### src/rtl/imem_boot_loader_pkg.sv
// Shared types and default widths for the instruction-memory boot loader.
// IMEM_BOOT_CHECKSUM_EN adds the trailing checksum state.
package imem_boot_loader_pkg;

    localparam int ADDR_W_DEF    = 10;
    localparam int INST_W_DEF    = 32;
    localparam int BYTE_W_DEF    = 8;
    localparam int MAX_WORDS_DEF = 1024;

    typedef enum logic [2:0] {
        ST_IDLE  = 3'd0,
        ST_LOAD  = 3'd1,
        ST_WRITE = 3'd2,
        ST_DONE  = 3'd3,
`ifdef IMEM_BOOT_CHECKSUM_EN
        ST_ERR   = 3'd4,
        ST_CHK   = 3'd5
`else
        ST_ERR   = 3'd4
`endif
    } state_e;

    function automatic int bytes_per_word(input int inst_w, input int byte_w);
        return inst_w / byte_w;
    endfunction

endpackage

### src/rtl/imem_boot_loader_if.sv
// Byte-stream input and instruction-memory write bundles for the boot loader.
// The stream master drives bytes; the write master drives memory.
interface imem_boot_stream_if #(
    parameter int BYTE_W = 8
);
    logic              valid;
    logic [BYTE_W-1:0] data;
    logic              last;
    logic              ready;

    modport master (output valid, output data, output last, input ready);
    modport slave  (input valid, input data, input last, output ready);
endinterface

interface imem_boot_wr_if #(
    parameter int ADDR_W = 10,
    parameter int INST_W = 32
);
    logic              we;
    logic [ADDR_W-1:0] addr;
    logic [INST_W-1:0] wdata;

    modport master (output we, output addr, output wdata);
    modport slave  (input we, input addr, input wdata);
endinterface

### src/rtl/imem_boot_loader_byte_packer.sv
// MSB-first byte packer: shifts bytes into a word and counts byte slots.
// Clear has priority over load-enable.
module imem_boot_loader_byte_packer
    import imem_boot_loader_pkg::*;
#(
    parameter int INST_W = INST_W_DEF,
    parameter int BYTE_W = BYTE_W_DEF,
    parameter int NB     = bytes_per_word(INST_W, BYTE_W),
    parameter int CNT_W  = $clog2(NB)
) (
    input  logic              clk_i,
    input  logic              rst_i,
    input  logic              clr_i,
    input  logic              en_i,
    input  logic [BYTE_W-1:0] byte_i,
    output logic [INST_W-1:0] word_o,
    output logic [CNT_W-1:0]  cnt_o
);

    logic [INST_W-1:0] word_q, word_d;
    logic [CNT_W-1:0]  cnt_q, cnt_d;

    always_comb begin
        word_d = word_q;
        cnt_d  = cnt_q;
        if (clr_i) begin
            word_d = '0;
            cnt_d  = '0;
        end else if (en_i) begin
            word_d = {word_q[INST_W-BYTE_W-1:0], byte_i};
            cnt_d  = cnt_q + CNT_W'(1);
        end
    end

    always_ff @(posedge clk_i or posedge rst_i) begin
        if (rst_i) begin
            word_q <= '0;
            cnt_q  <= '0;
        end else begin
            word_q <= word_d;
            cnt_q  <= cnt_d;
        end
    end

    assign word_o = word_q;
    assign cnt_o  = cnt_q;

endmodule

### src/rtl/imem_boot_loader.sv
// Streams bytes into instruction memory from address 0, then releases the CPU.
// Optional IMEM_BOOT_CHECKSUM_EN verifies a trailing XOR byte before release.
module imem_boot_loader
    import imem_boot_loader_pkg::*;
#(
    parameter int ADDR_W    = ADDR_W_DEF,
    parameter int INST_W    = INST_W_DEF,
    parameter int BYTE_W    = BYTE_W_DEF,
    parameter int MAX_WORDS = MAX_WORDS_DEF
) (
    input  logic              clock_i,
    input  logic              reset_i,
    input  logic              start_i,
    imem_boot_stream_if.slave in_i,
    imem_boot_wr_if.master    imem_o,
    output logic              cpu_run_o,
    output logic [ADDR_W:0]   words_loaded_o,
    output logic              error_o
);

    localparam int NB    = bytes_per_word(INST_W, BYTE_W);
    localparam int CNT_W = $clog2(NB);
    localparam logic [CNT_W-1:0] LAST_IDX = CNT_W'(NB - 1);
    localparam logic [ADDR_W:0]  MAX_CNT  = (ADDR_W + 1)'(MAX_WORDS);

    state_e            state_q, state_d;
    logic [ADDR_W-1:0] addr_q, addr_d;
    logic [ADDR_W:0]   words_q, words_d;
    logic              last_q, last_d;
`ifdef IMEM_BOOT_CHECKSUM_EN
    logic [BYTE_W-1:0] xor_q, xor_d;
`endif

    logic              rdy;
    logic              accept;
    logic              pk_clr;
    logic              pk_en;
    logic [INST_W-1:0] pk_word;
    logic [CNT_W-1:0]  pk_cnt;

    imem_boot_loader_byte_packer #(
        .INST_W (INST_W),
        .BYTE_W (BYTE_W),
        .NB     (NB),
        .CNT_W  (CNT_W)
    ) u_packer (
        .clk_i  (clock_i),
        .rst_i  (reset_i),
        .clr_i  (pk_clr),
        .en_i   (pk_en),
        .byte_i (in_i.data),
        .word_o (pk_word),
        .cnt_o  (pk_cnt)
    );

`ifdef IMEM_BOOT_CHECKSUM_EN
    assign rdy = (state_q == ST_LOAD) || (state_q == ST_CHK);
`else
    assign rdy = (state_q == ST_LOAD);
`endif
    assign accept = in_i.valid && rdy;

    always_comb begin
        state_d = state_q;
        addr_d  = addr_q;
        words_d = words_q;
        last_d  = last_q;
        pk_clr  = 1'b0;
        pk_en   = 1'b0;
`ifdef IMEM_BOOT_CHECKSUM_EN
        xor_d   = xor_q;
`endif
        unique case (state_q)
            ST_IDLE: begin
                if (start_i) begin
                    state_d = ST_LOAD;
                    addr_d  = '0;
                    words_d = '0;
                    last_d  = 1'b0;
                    pk_clr  = 1'b1;
`ifdef IMEM_BOOT_CHECKSUM_EN
                    xor_d   = '0;
`endif
                end
            end
            ST_LOAD: begin
                // Overflow is judged before the byte enters the packer.
                if (accept) begin
                    if (words_q == MAX_CNT) begin
                        state_d = ST_ERR;
                    end else begin
                        pk_en = 1'b1;
`ifdef IMEM_BOOT_CHECKSUM_EN
                        xor_d = xor_q ^ in_i.data;
`endif
                        if (pk_cnt == LAST_IDX) begin
                            state_d = ST_WRITE;
                            last_d  = in_i.last;
                        end else if (in_i.last) begin
                            state_d = ST_ERR;
                        end
                    end
                end
            end
            ST_WRITE: begin
                addr_d  = addr_q + ADDR_W'(1);
                words_d = words_q + (ADDR_W + 1)'(1);
`ifdef IMEM_BOOT_CHECKSUM_EN
                state_d = last_q ? ST_CHK : ST_LOAD;
`else
                state_d = last_q ? ST_DONE : ST_LOAD;
`endif
            end
`ifdef IMEM_BOOT_CHECKSUM_EN
            ST_CHK: begin
                if (accept) begin
                    state_d = (in_i.data == xor_q) ? ST_DONE : ST_ERR;
                end
            end
`endif
            ST_DONE: state_d = ST_DONE;
            ST_ERR:  state_d = ST_ERR;
            default: state_d = ST_IDLE;
        endcase
    end

    always_ff @(posedge clock_i or posedge reset_i) begin
        if (reset_i) begin
            state_q <= ST_IDLE;
            addr_q  <= '0;
            words_q <= '0;
            last_q  <= 1'b0;
`ifdef IMEM_BOOT_CHECKSUM_EN
            xor_q   <= '0;
`endif
        end else begin
            state_q <= state_d;
            addr_q  <= addr_d;
            words_q <= words_d;
            last_q  <= last_d;
`ifdef IMEM_BOOT_CHECKSUM_EN
            xor_q   <= xor_d;
`endif
        end
    end

    assign in_i.ready     = rdy;
    assign imem_o.we      = (state_q == ST_WRITE);
    assign imem_o.addr    = addr_q;
    assign imem_o.wdata   = pk_word;
    assign cpu_run_o      = (state_q == ST_DONE);
    assign error_o        = (state_q == ST_ERR);
    assign words_loaded_o = words_q;

endmodule
### src/flat_wrapper.sv
// flat-port wrapper written by rule: the top's interface ports become plain ports
module imem_boot_loader_flat import imem_boot_loader_pkg::*;
#(
    parameter int ADDR_W    = ADDR_W_DEF,
    parameter int INST_W    = INST_W_DEF,
    parameter int BYTE_W    = BYTE_W_DEF,
    parameter int MAX_WORDS = MAX_WORDS_DEF
)
  (clock_i, reset_i, start_i, cpu_run_o, words_loaded_o, error_o, in_i_valid, in_i_data, in_i_last, in_i_ready, imem_o_we, imem_o_addr, imem_o_wdata);
  imem_boot_stream_if #(.BYTE_W(BYTE_W)) in_i_i ();
  imem_boot_wr_if #(.ADDR_W(ADDR_W), .INST_W(INST_W)) imem_o_i ();
  input  logic clock_i;
  input  logic reset_i;
  input  logic start_i;
  output logic cpu_run_o;
  output logic [ADDR_W:0] words_loaded_o;
  output logic error_o;
  input wire logic [$bits(in_i_i.valid)-1:0] in_i_valid;
  input wire logic [$bits(in_i_i.data)-1:0] in_i_data;
  input wire logic [$bits(in_i_i.last)-1:0] in_i_last;
  output wire logic [$bits(in_i_i.ready)-1:0] in_i_ready;
  output wire logic [$bits(imem_o_i.we)-1:0] imem_o_we;
  output wire logic [$bits(imem_o_i.addr)-1:0] imem_o_addr;
  output wire logic [$bits(imem_o_i.wdata)-1:0] imem_o_wdata;
  assign in_i_i.valid = in_i_valid;
  assign in_i_i.data = in_i_data;
  assign in_i_i.last = in_i_last;
  assign in_i_ready = in_i_i.ready;
  assign imem_o_we = imem_o_i.we;
  assign imem_o_addr = imem_o_i.addr;
  assign imem_o_wdata = imem_o_i.wdata;
  imem_boot_loader #(.ADDR_W(ADDR_W), .INST_W(INST_W), .BYTE_W(BYTE_W), .MAX_WORDS(MAX_WORDS)) u_core (.clock_i(clock_i), .reset_i(reset_i), .start_i(start_i), .in_i(in_i_i), .imem_o(imem_o_i), .cpu_run_o(cpu_run_o), .words_loaded_o(words_loaded_o), .error_o(error_o));
endmodule
### config.mk
export PLATFORM = sky130hd
export DESIGN_NAME = imem_boot_loader_flat
export DESIGN_NICKNAME = d
export VERILOG_FILES = /design/src/rtl/imem_boot_loader_pkg.sv /design/src/rtl/imem_boot_loader_if.sv /design/src/rtl/imem_boot_loader_byte_packer.sv /design/src/rtl/imem_boot_loader.sv /design/src/flat_wrapper.sv
export SDC_FILE = /design/constraint.sdc
export NUM_CORES = 1
export LEC_CHECK = 0
export CORE_UTILIZATION = 49
export CTS_CLUSTER_DIAMETER = 100
export DETAILED_ROUTE_END_ITERATION = 7
export GPL_TIMING_DRIVEN = 0
export PLACE_DENSITY_LB_ADDON = 0.1
export SLEW_MARGIN = 40
export SYNTH_ARGS = -nofsm -noshare
export SYNTH_HDL_FRONTEND = slang
export SYNTH_HIERARCHICAL = 1
export SYNTH_SLANG_ARGS = --single-unit
### constraint.sdc
create_clock -name clock_i -period 2.6 [get_ports clock_i]
set_input_delay 0.52 -clock clock_i [delete_from_list [all_inputs] [get_ports clock_i]]
set_output_delay 0.52 -clock clock_i [all_outputs]
set_load 0.05 [all_outputs]
==> results_dict.tcl <==
set metrics [dict create \
    dp.cells 396 \
    synthTopCellsByCount "59 x dfrtp_1, 39 x nor2_1, 35 x mux2i_1" \
    start_kind "flip-flop" \
    syn-num-nets 271 \
    post-cts-setup-buffers 0 \
    yosysTopAreaCellShare 0.532 \
    hold_path_end "u_core/imem_o.addr[9]$_DFFE_PP0P_" \
    r2r_end "u_core/u_packer/word_o[14]$_DFFE_PP0P_" \
    io_buffers 69 \
    rsz0062_at_grt "false" \
    drc 0 \
    grt_pass1_wl_mm 10.4 \
    dr.first_iter.drc_count 122 \
    cp_max_fo 10 \
    arrival_ns 1.99 \
    finalNonFillerCells 412 \
    min_period_ns 2.51 \
    synthFlopType "dfrtp_1" \
    hp-start "u_core/imem_o.addr[9]$_DFFE_PP0P_" \
    cts_tree "yes" \
    synthTopCellsByArea "dfrtp_1 53%, mux2i_1 13%, nor2_1 5.3%, o21ai_0 2.9%, nand2_1 2.4%" \
    maxCapViolations 0 \
    diodes 0 \
    slew_violations 0 \
    crit-reg2reg-launch "u_core/words_loaded_o[2]$_DFFE_PP0P_" \
    coreArea_mm2 0.00547 \
    drive_gt1_frac 0.100 \
    htreeDepth 3 \
    vias 2209 \
    hold_viol 0 \
    yosys_warnings 6 \
    finalSetupViolations 0 \
    ant_nets 0 \
    synth_top_area_cell "dfrtp_1" \
    dieHeight_um 77.3 \
    crit_type "flip-flop to output port" \
    synth.most_common_cell "dfrtp_1" \
    start_util 0.508 \
    grt-ovfl-total 0 \
    clk_pin_slew_ns 0.07 \
    netlist_instances 255 \
    wl_mm 6.20 \
    wl_per_cell_um 15.0 \
    grtUsageTotal 0.230 \
    leakagePower_nw 1.65 \
    seq_area_frac_synth 0.532 \
    place_hpwl_mm 4.15 \
    finalClockSkew_ns 0.00632 \
    cts.path.max_buffers 2 \
    clkSinkCount 59 \
    ys_types 42 \
    power_density_mw_per_mm2 1110 \
    synth.cell_area_mm2 0.00278 \
    regToRegSetupSlack_ns 0.33 \
    synthArstFlopShare 1.00 \
    reg2reg_depth 8 \
    synth_edf_count 0 \
    vias_per_cell 5.36 \
    clk_latency_ns 0.34 \
    numCtsBuffers 9 \
    area_growth_syn_to_layout_pct 36.8 \
    slew_headroom 0.544 \
    dieArea_mm2 0.00597 \
    tns_ns 0 \
    clock.fmax_ghz 0.398 \
    cp.required_ns 2.08 \
    grt_pass1_vias 2146 \
    hold_depth 1 \
    syn_avg_cell_area_um2 10.9 \
    ctsRootBufferMaster "clkbuf_8" \
    hp-class "flip-flop to flip-flop" \
    ioPinCount 70 \
    antenna_found_initial 0 \
    ys_ff_latch 59 \
    drtPass1Iterations 4 \
    nets 351 \
    rows 27 \
    grt_max_degree 35 \
    place_congestion 0.872 \
    cp-end-kind "output port" \
    die_width_um 77.3 \
    vdd_drop_max_uv 591 \
    worst_pin_slew_ns 0.683 \
    status "finished clean" \
    fin_crit_sh 0.966 \
]
[area by class of cell]
cell class,instances,area [um2]
Timing Repair Buffer,69,691
Tap cell,72,90.1
Buffer,13,118
Clock buffer,12,145
Clock inverter,4,97.6
Sequential cell,59,1480
Inverter,8,30.0
Fill cell,421,1670
Multi-Input combinational cell,175,1150
[routing by layer]
| metal | routed length [um] | GRT usage |
|---|---|---|
| met1 | 2800 | 0.299 |
| met2 | 3020 | 0.362 |
| met3 | 282 | 0.0452 |
| met4 | 99 | 0.125 |
| met5 | 0 | 0 |
[where the power goes]
part	internal, mW	switching (mW)
Sequential	1.14	0.175
Combinational	0.663	1.24
Clock	0.664	0.358
Total	2.46	1.77
[flip-flops by register name, summed over array words and instances (netlist names)]
| name | count |
|---|---|
| u_core/u_packer/word_o | 32 |
| u_core/imem_o.addr | 10 |
| u_core/state_q | 3 |
| u_core/u_packer/cnt_o | 2 |
| u_core/words_loaded_o | 11 |
| u_core/last_q | 1 |
[worst max-delay path, stage by stage, from the launching register on]
cell	delay, ns
dfrtp_1	0.35
buf_2	0.17
or3b_4	0.42
inv_2	0.17
dlygate4sd2_1	0.55
[cell families after synthesis]
group	after synthesis	share of synthesized area
adders and majority gates	3	0.0135
xor gates and xnor gates	2	0.00631
AOI/OAI and AO/OA	42	0.109
and+or+nand+nor	93	0.160
muxes	35	0.126
DFF	59	0.532
buffers and inverters	21	0.0532
[metrics by stage]
stage / hold WS (ns) / utilization / power, mW / setup slack (ns) / cell area [um2]
detailed placement: 0.477 / 0.650 / 3.24 / 0.167 / 3560
CTS: 0.484 / 0.694 / 4.26 / 0.0189 / 3800
finish: 0.484 / 0.695 / 4.23 / 0.0877 / 3800
global route: 0.513 / 0.695 / 4.43 / 0.00700 / 3800
floorplan: 0.512 / - / 2.63 / 0.354 / 2780
global placement: 0.469 / 0.650 / 3.20 / 0.168 / 3560
[placed cells by master (no fill, tap or decap), types with 3 or more instances in the layout]
cell type        netlist  layout
dfrtp_1               59      59
clkbuf_8               0      10
a31oi_1                4       4
bufinv_16              0       3
nand2_1               18      18
o21ai_0               16      16
clkbuf_1               4       6
clkdlybuf4s50_1        0      66
buf_2                  4       4
mux2i_1               35      35
and2_1                 3       3
o211ai_1               6       6
ha_1                   3       3
nor2b_1                3       3
nand3_1                8       8
o31ai_1                7       7
inv_1                  7       5
nor4_1                 3       3
inv_2                  1       3
buf_12                 3       3
nand4_1                6       6
nor2_1                39      39
[worst max-delay path by stage]
stage / startpoint / end / slack [ns]
after CTS: u_core/state_q[0]$_DFFE_PP0P_ / error_o / 0.02
after floorplan: u_core/state_q[0]$_DFFE_PP0P_ / error_o / 0.35
after global routing: u_core/state_q[0]$_DFFE_PP0P_ / imem_o_we / 0.007
after detailed placement: u_core/state_q[0]$_DFFE_PP0P_ / imem_o_we / 0.17
final: u_core/state_q[0]$_DFFE_PP0P_ / imem_o_we / 0.09
after global placement: u_core/state_q[0]$_DFFE_PP0P_ / imem_o_we / 0.17
[what timing repair did]
item | in CTS | in global routing
hold buffers | 0 | 0
gates resized for setup | 2 | 1
hold endpoints to repair | 0 | 0
setup endpoints to repair | 2 | 1
Note: power is estimated with default switching activity, not from simulation.
